===== config.mk =====
export PLATFORM = sky130hd
export DESIGN_NAME = fetch_stage_flat
export DESIGN_NICKNAME = d
export VERILOG_FILES = /design/src/rtl/fetch_stage_if.sv /design/src/rtl/fetch_stage.sv /design/src/flat_wrapper.sv
export SDC_FILE = /design/constraint.sdc
export NUM_CORES = 1
export LEC_CHECK = 0
export CORE_MARGIN = 4
export CORE_UTILIZATION = 40
export CTS_CLUSTER_DIAMETER = 150
export DETAILED_ROUTE_END_ITERATION = 6
export GPL_ROUTABILITY_DRIVEN = 0
export PLACE_DENSITY = 0.73
export SYNTH_ARGS = -nofsm -noshare
export SYNTH_HDL_FRONTEND = slang
export SYNTH_SLANG_ARGS = --single-unit

===== constraint.sdc =====
create_clock -name clk -period 2.3 [get_ports clk]
set_input_delay 0.46 -clock clk [delete_from_list [all_inputs] [get_ports clk]]
set_output_delay 0.46 -clock clk [all_outputs]
set_load 0.01 [all_outputs]

===== src/rtl/fetch_stage_if.sv =====
// Fetch stage bus: redirect input, instruction memory port and IF/ID slot.
interface fetch_stage_if;
  localparam int unsigned XLEN = 32;

  logic            redirect_valid;
  logic [XLEN-1:0] redirect_pc;
  logic            id_ready;
  logic [XLEN-1:0] imem_addr;
  logic [XLEN-1:0] imem_data;
  logic            if_valid;
  logic [XLEN-1:0] if_instr;
  logic [XLEN-1:0] if_pc;
  logic [XLEN-1:0] if_pc_plus4;
  logic            fetch_err;
  logic [XLEN-1:0] err_pc;
  logic [XLEN-1:0] instr_count;

  // Fetch stage side
  modport master (
    input  redirect_valid, redirect_pc, id_ready, imem_data,
    output imem_addr, if_valid, if_instr, if_pc, if_pc_plus4,
           fetch_err, err_pc, instr_count
  );

  // Environment side (execute, decode, instruction memory)
  modport slave (
    output redirect_valid, redirect_pc, id_ready, imem_data,
    input  imem_addr, if_valid, if_instr, if_pc, if_pc_plus4,
           fetch_err, err_pc, instr_count
  );
endinterface


===== src/rtl/fetch_stage.sv =====
// Instruction fetch stage: PC sequencing, IF/ID slot, redirect and fault halt.
module fetch_stage #(
  parameter logic [31:0] RESET_PC   = 32'h0000_0000,
  parameter int unsigned IMEM_BYTES = 64
) (
  input  logic          clk,
  input  logic          rst,
  fetch_stage_if.master bus
);
  localparam int unsigned XLEN = 32;
  localparam logic [XLEN-1:0] IMEM_LIMIT = XLEN'(IMEM_BYTES);
  localparam logic [XLEN-1:0] INSTR_BYTES = XLEN'(4);

  typedef enum logic [0:0] {ST_RUN, ST_HALT} state_t;

  state_t          state_q, state_d;
  logic [XLEN-1:0] pc_q, pc_d;
  logic            valid_q, valid_d;
  logic [XLEN-1:0] instr_q, instr_d;
  logic [XLEN-1:0] ifpc_q, ifpc_d;
  logic [XLEN-1:0] ifpc4_q, ifpc4_d;
  logic            err_q, err_d;
  logic [XLEN-1:0] errpc_q, errpc_d;
  logic [XLEN-1:0] count_q, count_d;
  logic            xfer_c;
  logic            slot_free_c;

  assign xfer_c      = valid_q && bus.id_ready;
  assign slot_free_c = !valid_q || xfer_c;

  // State register and pipeline slot
  always_ff @(posedge clk) begin
    if (rst) begin
      state_q <= ST_RUN;
      pc_q    <= RESET_PC;
      valid_q <= 1'b0;
      instr_q <= '0;
      ifpc_q  <= '0;
      ifpc4_q <= '0;
      err_q   <= 1'b0;
      errpc_q <= '0;
      count_q <= '0;
    end else begin
      state_q <= state_d;
      pc_q    <= pc_d;
      valid_q <= valid_d;
      instr_q <= instr_d;
      ifpc_q  <= ifpc_d;
      ifpc4_q <= ifpc4_d;
      err_q   <= err_d;
      errpc_q <= errpc_d;
      count_q <= count_d;
    end
  end

  // Next state: redirect beats capture/stall; transfers count in any state
  always_comb begin
    state_d = state_q;
    pc_d    = pc_q;
    valid_d = valid_q;
    instr_d = instr_q;
    ifpc_d  = ifpc_q;
    ifpc4_d = ifpc4_q;
    err_d   = err_q;
    errpc_d = errpc_q;
    count_d = count_q;

    if (xfer_c) count_d = count_q + XLEN'(1);

    unique case (state_q)
      ST_RUN: begin
        if (bus.redirect_valid) begin
          valid_d = 1'b0;
          if (bus.redirect_pc[1:0] == 2'b00) begin
            pc_d = bus.redirect_pc;
          end else begin
            state_d = ST_HALT;
            err_d   = 1'b1;
            errpc_d = bus.redirect_pc;
          end
        end else if (slot_free_c) begin
          if (pc_q < IMEM_LIMIT) begin
            instr_d = bus.imem_data;
            ifpc_d  = pc_q;
            ifpc4_d = pc_q + INSTR_BYTES;
            valid_d = 1'b1;
            pc_d    = pc_q + INSTR_BYTES;
          end else begin
            state_d = ST_HALT;
            err_d   = 1'b1;
            errpc_d = pc_q;
            valid_d = 1'b0;
          end
        end
      end
      ST_HALT: begin
        valid_d = 1'b0;
      end
      default: begin
        state_d = ST_RUN;
      end
    endcase
  end

  assign bus.imem_addr   = pc_q;
  assign bus.if_valid    = valid_q;
  assign bus.if_instr    = instr_q;
  assign bus.if_pc       = ifpc_q;
  assign bus.if_pc_plus4 = ifpc4_q;
  assign bus.fetch_err   = err_q;
  assign bus.err_pc      = errpc_q;
  assign bus.instr_count = count_q;
endmodule


===== src/flat_wrapper.sv =====
// flat-port wrapper written by rule: the top's interface ports become plain ports
module fetch_stage_flat 
#(
  parameter logic [31:0] RESET_PC   = 32'h0000_0000,
  parameter int unsigned IMEM_BYTES = 64
)
  (clk, rst, bus_redirect_valid, bus_redirect_pc, bus_id_ready, bus_imem_data, bus_imem_addr, bus_if_valid, bus_if_instr, bus_if_pc, bus_if_pc_plus4, bus_fetch_err, bus_err_pc, bus_instr_count);
  fetch_stage_if bus_i ();
  input  logic clk;
  input  logic rst;
  input wire logic [$bits(bus_i.redirect_valid)-1:0] bus_redirect_valid;
  input wire logic [$bits(bus_i.redirect_pc)-1:0] bus_redirect_pc;
  input wire logic [$bits(bus_i.id_ready)-1:0] bus_id_ready;
  input wire logic [$bits(bus_i.imem_data)-1:0] bus_imem_data;
  output wire logic [$bits(bus_i.imem_addr)-1:0] bus_imem_addr;
  output wire logic [$bits(bus_i.if_valid)-1:0] bus_if_valid;
  output wire logic [$bits(bus_i.if_instr)-1:0] bus_if_instr;
  output wire logic [$bits(bus_i.if_pc)-1:0] bus_if_pc;
  output wire logic [$bits(bus_i.if_pc_plus4)-1:0] bus_if_pc_plus4;
  output wire logic [$bits(bus_i.fetch_err)-1:0] bus_fetch_err;
  output wire logic [$bits(bus_i.err_pc)-1:0] bus_err_pc;
  output wire logic [$bits(bus_i.instr_count)-1:0] bus_instr_count;
  assign bus_i.redirect_valid = bus_redirect_valid;
  assign bus_i.redirect_pc = bus_redirect_pc;
  assign bus_i.id_ready = bus_id_ready;
  assign bus_i.imem_data = bus_imem_data;
  assign bus_imem_addr = bus_i.imem_addr;
  assign bus_if_valid = bus_i.if_valid;
  assign bus_if_instr = bus_i.if_instr;
  assign bus_if_pc = bus_i.if_pc;
  assign bus_if_pc_plus4 = bus_i.if_pc_plus4;
  assign bus_fetch_err = bus_i.fetch_err;
  assign bus_err_pc = bus_i.err_pc;
  assign bus_instr_count = bus_i.instr_count;
  fetch_stage #(.RESET_PC(RESET_PC), .IMEM_BYTES(IMEM_BYTES)) u_core (.clk(clk), .rst(rst), .bus(bus_i));
endmodule

==> results.yml <==
run_status:
  status: "complete, no violations"
sta:
  rsz0062_at_grt: "true"
  finalCritPeriodShare_pct: 92.3
  clock_skew_ns: 0.0122
  post-route-min-period_ns: 2.12
  report.final.slew_viol_count: 0
  whs_ns: 0.351
  max_freq_mhz: 471
  hold_viol: 0
  max_slew_margin_pct: 56.8
  setup-violations-final: 0
  tightest_slew_ns: 0.649
  setup_slack_ns: 0.177
worst_setup_path:
  critPathKind: "reg2out"
  cp.required_ns: 1.84
  cp.arrival_ns: 1.66
  crit_path_max_incr_delay_ns: 0.63
  end_kind: "output port"
  critPathSlowestCell: "clkdlybuf4s50_1"
  path_max_fanout: 12
  worstPathCellList: "clkdlybuf4s50_1"
  cp.buffers_inverters: 1
  critPathTopFamily: "buffers and inverters"
  start_kind: "register"
die:
  start_util_pct: 41.0
  top_level_ports: 262
  rows: 49
  die-area_sq_um: 20800
  die_w_um: 144
  core_sq_um: 18100
  die_h_um: 144
placed_design:
  dp_slack_ns: -0.155
  portBuffers: 261
  hpwl_um: 15200
power_and_ir_drop:
  total_leakage_power_nw: 4.11
  peakVddDrop_mv: 0.501
  power_frac_seq_pct: 39.8
  switching_share_pct: 32.9
  p_comb_share_pct: 29.5
  power_frac_clock_pct: 30.7
  power_density_nw_per_um2: 894
  p_sw_mw: 3.28
  p_int_mw: 6.69
yosys:
  async_flop_share_pct: 0
  synth_nets: 836
  synth_edf_count: 0
  synth-main-ff-cell: "dfxtp_1"
  ys_types: 45
  netlist_area_sq_um: 7440
  yosysSeqAreaShare_pct: 51.9
  synth-warning-count: 0
  avgSynthCellArea_sq_um: 9.71
  syn_inst: 766
  ys_ff_latch: 193
grt:
  grt_antenna_before_repair: 0
  grt_pass1_wl_um: 33200
  grt_overflow: 0
  grtUsageTotal_pct: 19.9
  grt_max_degree: 52
  grt_pass1_vias: 6258
clock_tree:
  clkTransAtPathRegs_ns: 0.08
  cts_tree: "done"
  cts-buffers-inserted: 17
  clk_path_buf_depth: 2
  cts_sinks: 193
  clockRootBuffer: "clkbuf_16"
  clock_latency_ns: 0.44
  cts_max_level: 4
route:
  ant_nets: 0
  drc: 0
  wire_per_inst_um: 16.7
  wl_um: 21500
  drt-initial-drc-count: 423
  dr.pass1.iters: 5
  viasPerCell: 5.13
  vias: 6602
layout:
  layout.nets: 1116
  diodes: 0
  area.growth.synth_to_final_pct: 49.9
  layout-drive-gt1-share_pct: 10.1
  fillCellCount: 1548
flow_run:
  maxCapViolations: 0
min_path:
  min_path_type: "in2reg"
[Yosys cell counts (all sizes together), types with 4 or more instances]
cell type	instances	share of area, %
xor2	11	1.3
nor2	116	6.0
inv	7	0.35
nor3	10	0.67
and2	56	4.7
a211oi	29	3.1
buf	19	2.3
a21oi	29	2.0
nor4	12	1.1
mux2i	66	8.9
nand2	28	1.4
nand3	18	1.2
nand4	27	2.3
clkbuf	38	1.9
dfxtp	193	52
o21ai	29	2.0
a311oi	7	0.82
o41ai	4	0.47
or3	7	0.59
and3	9	0.76
xnor2	21	2.5
and4	6	0.71
a22o	4	0.47
[layout make-up]
| class | count | area [sq um] | area share (%) |
|---|---|---|---|
| multi-input combinational | 509 | 3270 | 29.3 |
| sequential | 193 | 3860 | 34.6 |
| timing repair buffer | 318 | 3090 | 27.7 |
| inverter | 7 | 26.3 | 0.236 |
| clock inverter | 15 | 194 | 1.74 |
| clock buffer | 17 | 425 | 3.81 |
| tap | 229 | 287 | 2.57 |
[logic make-up (layout without fill, tap and decap cells)]
group	count (synthesis)	in the layout	share of synthesized area [%]
adder cells (fa/ha/maj)	2	2	0.336
AO/OA/AOI/OAI	115	115	10.6
XOR/XNOR	32	32	3.77
multiplexers	66	66	8.88
AND/OR/NAND/NOR	294	294	19.9
flip-flops	193	193	51.9
buffers and inverters	64	357	4.61
[worst reg2reg max path: cells and delay by family, from the launching register on]
family / cells / cell delay (ns)
AND/OR/NAND/NOR: 3 / 0.72
buffers and inverters: 2 / 0.39
AO/OA/AOI/OAI: 1 / 0.35
flip-flops: 1 / 0.32
multiplexers: 1 / 0.23
[stage by stage]
stage / instances / cell area [sq um] / setup TNS [ns] / total power [mW] / util, %
global placement: 1255 / 10500 / -2.59 / 6.91 / 57.9
detailed placement: 1255 / 10500 / -4.91 / 6.96 / 57.9
floorplan: 766 / 7440 / 0 / 5.56 / -
global route: 1288 / 11200 / 0 / 10.5 / 61.5
finish: 1288 / 11200 / 0 / 9.97 / 61.5
CTS: 1287 / 11100 / 0 / 10.0 / 61.3
[per-layer routing]
| metal | GRT usage, % | vias up | wire length (um) |
|---|---|---|---|
| met5 | 0 | - | 0 |
| met4 | 6.09 | 0 | 269 |
| met3 | 8.20 | 23 | 2120 |
| met2 | 30.6 | 265 | 9740 |
| met1 | 25.6 | 3071 | 9330 |
| li1 | - | 3243 | - |
[state kept, by name, summed over array words and instances (netlist names)]
signal and flops:
u_core.bus.if_pc_plus4 32, u_core.bus.fetch_err 1, u_core.bus.err_pc 32, u_core.bus.instr_count 32
u_core.bus.if_instr 32, u_core.bus.if_valid 1, u_core.state_q 1, u_core.bus.if_pc 30
u_core.bus.imem_addr 32
[timing repair]
| item | CTS | global route |
|---|---|---|
| setup buffers | 0 | 1 |
| hold endpoints to repair | 0 | 0 |
| hold buffers | 0 | 0 |
| resized for setup | 0 | 5 |
| endpoints found under the setup margin | 0 | 39 |
[path summary, 6_finish.rpt]
path,slack [ns],to,start,cells past startpoint
setup / recovery,0.18,bus_imem_addr[4],u_core.bus.imem_addr[4],1
hold / removal,0.35,u_core.bus.if_pc_plus4[6],rst,2
setup reg to reg,0.18,u_core.bus.if_instr[31],u_core.bus.imem_addr[22],7
hold reg to reg,0.46,u_core.bus.if_pc_plus4[27],u_core.bus.if_pc_plus4[27],1
[layout by cell type (no fill, tap or decap), types with 5 or more instances in the layout]
cell             synthesis  routed
clkdlybuf4s50_1          0     259
dfxtp_1                193     193
nor2_1                 113     112
mux2i_1                 66      65
and2_1                  56      56
buf_4                    2      53
a21oi_1                 29      29
nand2_1                 28      28
o21ai_0                 28      28
nand4_1                 27      27
a211oi_1                26      26
xnor2_1                 21      21
nand3_1                 18      18
clkbuf_16                0      17
xor2_1                  11      11
nor3_1                  10      10
and3_1                   9       9
nor4_1                  11       8
inv_1                    7       7
or3_1                    7       7
a311oi_1                 7       7
and4_1                   6       6
clkinv_8                 0       5
[power groups by stage]
stage | sequential (mW) | combinational, mW | clock (mW)
6_report | 3.97 | 2.94 | 3.06
5_1_grt | 4.02 | 3.18 | 3.26
4_1_cts | 3.97 | 2.93 | 3.12
3_5_place_dp | 4.04 | 2.92 | 0
3_3_place_gp | 4.03 | 2.88 | 0
2_1_floorplan | 4.19 | 1.38 | 0
No activity file was read; power rests on OpenSTA's default activity.
